[config.mk]
export PLATFORM = sky130hd
export DESIGN_NAME = hazard_ctrl_pipe
export DESIGN_NICKNAME = d
export VERILOG_FILES = /design/src/rtl/hazard_ctrl_pipe.sv
export SDC_FILE = /design/constraint.sdc
export NUM_CORES = 1
export LEC_CHECK = 0
export ABC_AREA = 1
export BUFFER_PORTS_ARGS = -buffer_cell sky130_fd_sc_hd__buf_2
export CAP_MARGIN = 5
export CORE_UTILIZATION = 40
export DETAILED_ROUTE_END_ITERATION = 16
export HOLD_SLACK_MARGIN = 0.08
export PLACE_DENSITY_LB_ADDON = 0.15
export SYNTH_ARGS = -nofsm -noshare
export SYNTH_HDL_FRONTEND = slang
export SYNTH_SLANG_ARGS = --single-unit
[constraint.sdc]
create_clock -name clk -period 1.6 [get_ports clk]
set_input_delay 0.08 -clock clk [delete_from_list [all_inputs] [get_ports clk]]
set_output_delay 0.08 -clock clk [all_outputs]
set_load 0.01 [all_outputs]
[src/rtl/hazard_ctrl_pipe.sv]
// Hazard unit with E/M/W control pipeline for a 5-stage RISC-V core.
// Handles load-use stalls, branch flushes, operand forwarding and memory-wait stalls with a timeout flag.
module hazard_ctrl_pipe (
    input  logic       clk,
    input  logic       rst_n,
    input  logic       RegWriteD,
    input  logic       MemWriteD,
    input  logic       JumpD,
    input  logic       BranchD,
    input  logic       ALUSrcD,
    input  logic [1:0] ResultSrcD,
    input  logic [1:0] ALUOpD,
    input  logic [4:0] Rs1D,
    input  logic [4:0] Rs2D,
    input  logic [4:0] RdD,
    input  logic       ZeroE,
    input  logic       mem_ready,
    output logic       StallF,
    output logic       StallD,
    output logic       FlushD,
    output logic       FlushE,
    output logic       PCSrcE,
    output logic [1:0] ForwardAE,
    output logic [1:0] ForwardBE,
    output logic       ALUSrcE,
    output logic [1:0] ALUOpE,
    output logic       MemWriteM,
    output logic       RegWriteW,
    output logic [1:0] ResultSrcW,
    output logic [4:0] RdW,
    output logic       mem_timeout
);

    typedef struct packed {
        logic       reg_write;
        logic [1:0] result_src;
        logic       mem_write;
        logic       jump;
        logic       branch;
        logic       alu_src;
        logic [1:0] alu_op;
        logic [4:0] rd;
    } ctrl_t;

    localparam logic [1:0] RES_LOAD = 2'b01;

    ctrl_t      r_e;
    ctrl_t      r_m;
    ctrl_t      r_w;
    logic [4:0] r_rs1_e;
    logic [4:0] r_rs2_e;
    logic [3:0] r_wait_cnt;
    logic       r_mem_timeout;

    ctrl_t      w_ctrl_d;
    logic       w_mem_stall;
    logic       w_lw_stall;
    logic       w_pcsrc;
    logic       w_flush_e;
    logic       w_unused;

    assign w_ctrl_d = '{RegWriteD, ResultSrcD, MemWriteD, JumpD, BranchD, ALUSrcD, ALUOpD, RdD};

    assign w_mem_stall = (r_m.mem_write | (r_m.result_src == RES_LOAD)) & ~mem_ready;
    assign w_lw_stall  = (r_e.result_src == RES_LOAD) & (r_e.rd != 5'd0)
                       & ((r_e.rd == Rs1D) | (r_e.rd == Rs2D));
    assign w_pcsrc     = r_e.jump | (r_e.branch & ZeroE);
    assign w_flush_e   = (w_lw_stall | w_pcsrc) & ~w_mem_stall;

    // M result beats W result; x0 is never a forwarding source.
    function automatic logic [1:0] fwd_sel(input logic [4:0] rs, input ctrl_t m, input ctrl_t w);
        if (m.reg_write && (m.rd != 5'd0) && (m.rd == rs))
            return 2'b10;
        else if (w.reg_write && (w.rd != 5'd0) && (w.rd == rs))
            return 2'b01;
        else
            return 2'b00;
    endfunction

    // NOTE: state registers use <= so every stage samples the pre-edge value of its predecessor.
    always_ff @(posedge clk or negedge rst_n) begin
        if (!rst_n) begin
            r_e     <= '0;
            r_m     <= '0;
            r_w     <= '0;
            r_rs1_e <= '0;
            r_rs2_e <= '0;
        end else if (w_mem_stall) begin
            r_w <= '0;
        end else begin
            r_m <= r_e;
            r_w <= r_m;
            if (w_flush_e) begin
                r_e     <= '0;
                r_rs1_e <= '0;
                r_rs2_e <= '0;
            end else begin
                r_e     <= w_ctrl_d;
                r_rs1_e <= Rs1D;
                r_rs2_e <= Rs2D;
            end
        end
    end

    // Wait counter saturates so a stuck access keeps the sticky flag asserted.
    always_ff @(posedge clk or negedge rst_n) begin
        if (!rst_n) begin
            r_wait_cnt    <= '0;
            r_mem_timeout <= 1'b0;
        end else if (w_mem_stall) begin
            if (r_wait_cnt == 4'd15)
                r_mem_timeout <= 1'b1;
            else
                r_wait_cnt <= r_wait_cnt + 4'd1;
        end else begin
            r_wait_cnt <= '0;
        end
    end

    assign StallF      = w_lw_stall | w_mem_stall;
    assign StallD      = w_lw_stall | w_mem_stall;
    assign FlushD      = w_pcsrc & ~w_mem_stall;
    assign FlushE      = w_flush_e;
    assign PCSrcE      = w_pcsrc;
    assign ForwardAE   = fwd_sel(r_rs1_e, r_m, r_w);
    assign ForwardBE   = fwd_sel(r_rs2_e, r_m, r_w);
    assign ALUSrcE     = r_e.alu_src;
    assign ALUOpE      = r_e.alu_op;
    assign MemWriteM   = r_m.mem_write;
    assign RegWriteW   = r_w.reg_write;
    assign ResultSrcW  = r_w.result_src;
    assign RdW         = r_w.rd;
    assign mem_timeout = r_mem_timeout;

    assign w_unused = ^{r_w.mem_write, r_w.jump, r_w.branch, r_w.alu_src, r_w.alu_op};

endmodule

# --- After elaboration in Yosys (flattened, before gate mapping) ---
# Cells that the tools add are included.
word_totals:
  regBits: 51
  latch_bits: 0
  mem_bits_rw: 0
  rom_bits: 0
  inputBits: 28
  output_inout_bits: 22
  word_cells: 67
  memories: 0
classes:
  addsub: 1
  mul: 0
  div: 0
  magnitude_cmp: 0
  n_eq_ne: 10
  n_shift: 0
  muxes: 10
  bitwise_logic: 13
  n_reduce_logical: 10
ops:
  columns: ["operator", "n"]
  rows:
  - ["5-bit == test", 6]
  - ["14-bit two-way mux", 2]
  - ["5-bit nonzero test", 3]
  - ["5-bit two-way mux", 2]
  - ["4-bit two-way mux", 2]
  - ["1-bit AND", 6]
  - ["1-bit logical AND", 6]
  - ["1-bit OR", 5]
  - ["4-bit by 1-bit adder with 4-bit output (second input constant)", 1]
  - ["2-bit by 1-bit == test with 1-bit output (second input constant)", 2]
  - ["4-bit == test (second input constant)", 1]
  - ["2-bit two-way mux", 2]
  - ["1-bit two-way mux", 2]
  - ["2-bit != test (second input constant)", 1]
  - ["1-bit inverter", 2]
  - ["2-bit AND reduction", 1]

# --- Depth between registers and ports, before layout ---
logic_depth:
  depth_word: 6
  mapped_depth: 10
  ltp_nobuf: 9

# --- Least setup slack after synthesis ---
# No wires, ideal clock.
synth_path:
  path_kind: "reg-to-output"
  from: "reg r_m, in the netlist MemWriteM"
  to: "out StallF"
  arrival_ps: 1306
  required_ps: 1520
  setup_slack_ps: 214
  path_stages_with_launch: 8
  path_buffers: 3
  path_cell_list: "dfrtp_1 inv_1 o21ai_0 nand2_1 buf_2 clkbuf_1 nand2_1 buf_4"
synth_between:
  elab_chain_cells: 3
synth_lines:
  columns: ["item", "line", "text"]
  rows:
  - ["start, declared", "48", "ctrl_t r_m;"]
  - ["start signal, assigned", "91", "r_m <= r_e;"]
  - ["1-bit OR", "64", "assign w_mem_stall = (r_m.mem_write | (r_m.result_src == RES_LOAD)) & ~mem_ready;"]
  - ["1-bit AND", "64", null]
  - ["1-bit OR", null, null]
  - ["end, declared", "18", "output logic StallF,"]
# Every way passes these cells.

# --- Worst setup path after layout ---
layout_path:
  from: "reg r_e[2] in the netlist's numbering"
  to: "out FlushE"
layout_between:
  elab_chain_cells: 5
  elab_cells_between_ends: 8
  classes_between: "2 x eq/ne; 5 x bitwise; 1 x reduce/logical"
layout_lines:
  columns: ["item", "line", "text"]
  rows:
  - ["start, declared", "47", "ctrl_t r_e;"]
  - ["start signal, assigned", "98", "r_e <= w_ctrl_d;"]
  - ["5-bit == test or 5-bit nonzero test (tied branches)", "66, 65", null]
  - ["1-bit OR or 1-bit AND (tied branches)", "66, 65", null]
  - ["1-bit AND (*)", "66", "& ((r_e.rd == Rs1D) | (r_e.rd == Rs2D));"]
  - ["1-bit OR (*)", "68", "assign w_flush_e = (w_lw_stall | w_pcsrc) & ~w_mem_stall;"]
  - ["1-bit AND (*)", "68", null]
  - ["end, declared", "21", "output logic FlushE,"]
# Every way passes the cells marked *; elsewhere a longest branch is shown, timed or not.

==> flow_summary.json <==
{
  "io_pins": 50,
  "async_flop_share_pct": 100,
  "share_comb_of_total_power_pct": 43.7,
  "violations": "setup timing",
  "syn_inst": 285,
  "slew_violations": 0,
  "ant_nets": 0,
  "synth_fa_ha_area_share_pct": 0.529,
  "synth_top_family_by_area": "simple AND/OR/NAND/NOR gates",
  "slew_headroom_pct": 62.0,
  "reg2regPathDepth": 8,
  "rsz0062_at_grt": "true",
  "grt_max_degree": 47,
  "fin_area_sq_um": 3210,
  "crit_fanout": 6,
  "start_util_pct": 42.1,
  "drive_gt1_share_pct": 28.7,
  "power_density_nw_per_um2": 1820,
  "arrival_ns": 1.53,
  "p_leak_nw": 1.68,
  "place_area_sq_um": 2650,
  "synth_commonest_cells": "nand2_1, dfrtp_1, inv_1",
  "ys_warn_count": 0,
  "cp.required_ns": 1.52,
  "p_switching_mw": 2.34,
  "clk_pin_slew_ns": 0.08,
  "syn-cell-area_sq_um": 2360,
  "finalSetupViolCount": 1,
  "wire_per_inst_microns": 13.0,
  "power.share.clock_pct": 18.0,
  "layout.nets": 397,
  "p_seq_share_pct": 38.3,
  "clk_path_buf_depth": 2,
  "fin_cells": 441,
  "skew_ns": 0.00456,
  "status": "complete, but fails checks",
  "ys_seq_area_share_pct": 48.7,
  "drtIter0Drc": 83,
  "holdPathStages": 3,
  "synth-simple-area-share_pct": 28.3,
  "grt_util_all_layers_pct": 20.1,
  "p_int_mw": 3.51,
  "drc_errors": 0,
  "clock_sink_count": 46,
  "hold_path.class": "in -> reg",
  "hold_viol_final": 0,
  "die_x_microns": 78.9,
  "dp_cells": 398,
  "synth-xor-area-share_pct": 8.15,
  "worst_pin_slew_ns": 0.570,
  "syn_avg_cell_area_sq_um": 8.29,
  "switching_share_pct": 40.1,
  "grt_antenna_before_repair": 0,
  "nFillCells": 557,
  "rows": 27,
  "dieArea_sq_um": 6220,
  "htree_levels": 2,
  "worstSetupEndpointType": "output pin",
  "route.top_layer_used": "met4",
  "die_h_microns": 78.9,
  "drv_cap": 0,
  "dr.pass1.iters": 4,
  "num_vias": 2118,
  "synth.most_common_cell": "nand2_1",
  "insertion_delay_ns": 0.29,
  "path_class": "reg -> out",
  "n_antenna_cell": 0,
  "cts-root-buf": "clkbuf_8",
  "hpwl_microns": 3870,
  "dpl_worst_slack_ns": 0.104,
  "tns_ns": -0.00710,
  "area_delta_synth_final_pct": 35.8,
  "synth_top_area_share_pct": 48.7,
  "synth.area.top_cells": "dfrtp_1, nand2_1, nand4_1, xnor2_1, inv_1",
  "cts_tree": "built",
  "wl_met3_microns": 232,
  "gp_congestion": 0.845,
  "routedLengthMet1_microns": 2730,
  "port_buffers": 49,
  "period_minus_slack_ns": 1.61,
  "synth-main-ff-cell": "dfrtp_1",
  "synth_edf_count": 0,
  "vias_per_cell": 4.80,
  "ys_types": 27,
  "hold-worst-slack_ns": 0.0982,
  "synth_top_cell_by_area": "dfrtp_1",
  "synthMuxAreaShare_pct": 0,
  "grt_remaining_overflow": 0,
  "grt_pass1_wl_microns": 9540,
  "wl_met2_microns": 2720,
  "grt_pass1_vias": 2003,
  "synth_compound_area_share_pct": 4.98,
  "max_freq_mhz": 622,
  "setup_ws_ns": -0.00710,
  "core-area_sq_um": 5610,
  "critPathLaunchType": "flip-flop",
  "finalCritPeriodShare_pct": 100,
  "finalWirelength_microns": 5750,
  "peakVddDrop_mv": 0.857,
  "synth_nets": 314,
  "ys_ff_latch": 46,
  "cts_made_buffers": 5
}
## final timing paths
check	from	endpoint	slack, ns
setup / recovery	r_e[2]	FlushE	-0.007
hold / removal	Rs2D[2]	r_rs2_e[2]	0.1
setup reg to reg	r_e[2]	r_rs2_e[2]	0.08
hold reg to reg	mem_timeout	mem_timeout	0.46
max in group asynchronous	rst_n	r_e[4]	0.79
min in group asynchronous	rst_n	r_wait_cnt[2]	0.39
## layout make-up
| type | instances | area [sq um] | area share (%) |
|---|---|---|---|
| Sequential cell | 46 | 1160 | 36.2 |
| Multi-Input combinational cell | 194 | 1070 | 33.3 |
| Timing Repair Buffer | 90 | 627 | 19.5 |
| Inverter | 31 | 119 | 3.70 |
| Tap cell | 72 | 90.1 | 2.81 |
| Clock buffer | 6 | 82.6 | 2.57 |
| Clock inverter | 2 | 60.1 | 1.87 |
## per-layer routing
| layer | track usage [%] | vias to the layer above |
|---|---|---|
| met5 | 0 | - |
| met4 | 6.00 | 0 |
| met3 | 3.56 | 6 |
| met2 | 32.7 | 49 |
| met1 | 27.5 | 987 |
| li1 | - | 1076 |
## worst max-delay path, stage by stage (launching register included)
cell and delay (ns):
dfrtp_2 0.47, xnor2_1 0.20, nand3_1 0.11, nand2_2 0.14, nand2_8 0.08, a21oi_4 0.12, buf_6 0.11
## cells in the final DEF, fill, tap and decap left out, drive strengths merged
cell type	instances
a211oi	2
a21oi	2
buf	66
bufinv	2
clkbuf	6
dfrtp	46
dlygate4sd3	24
ha	1
inv	31
nand2	89
nand3	7
nand4	27
nor2	22
nor3	6
nor4	1
o21a	1
o21ai	14
xnor2	13
xor2	9
## flip-flops by register name, summed over array words and instances (netlist names)
name,count
MemWriteM,1
r_rs1_e,5
mem_timeout,1
ALUOpE,2
ResultSrcW,2
ALUSrcE,1
r_e,11
r_m,8
r_wait_cnt,4
r_rs2_e,5
RdW,5
RegWriteW,1
## kinds of logic after synthesis
kind of cell	Yosys count
AND/OR/NAND/NOR	151
buffers and inverters	46
flip-flops	46
XOR/XNOR	22
AO/OA/AOI/OAI	19
adder cells (fa/ha/maj)	1
## power by group through the flow
stage          combinational (mW)  clock [mW]  sequential, mW
2_1_floorplan                1.63           0            2.12
3_3_place_gp                 2.15           0            2.21
3_5_place_dp                 2.19           0            2.22
4_1_cts                      2.33        1.07            2.21
5_1_grt                      2.87        1.12            2.31
6_report                     2.56        1.05            2.24
## through the flow
step           power [mW]  util, %
2_1_floorplan        3.75        -
3_3_place_gp         4.35     47.2
3_5_place_dp         4.41     47.2
4_1_cts              5.62     55.1
5_1_grt              6.29     57.2
6_report             5.85     57.2
## timing repair
item,CTS,global route
gates cloned,1,0
pin swaps,9,19
resized for setup,8,22
hold endpoints to repair,69,0
buffers inserted,3,8
endpoints found under the setup margin,7,9
hold buffers,24,0
Power figures use the tool's default switching activity.
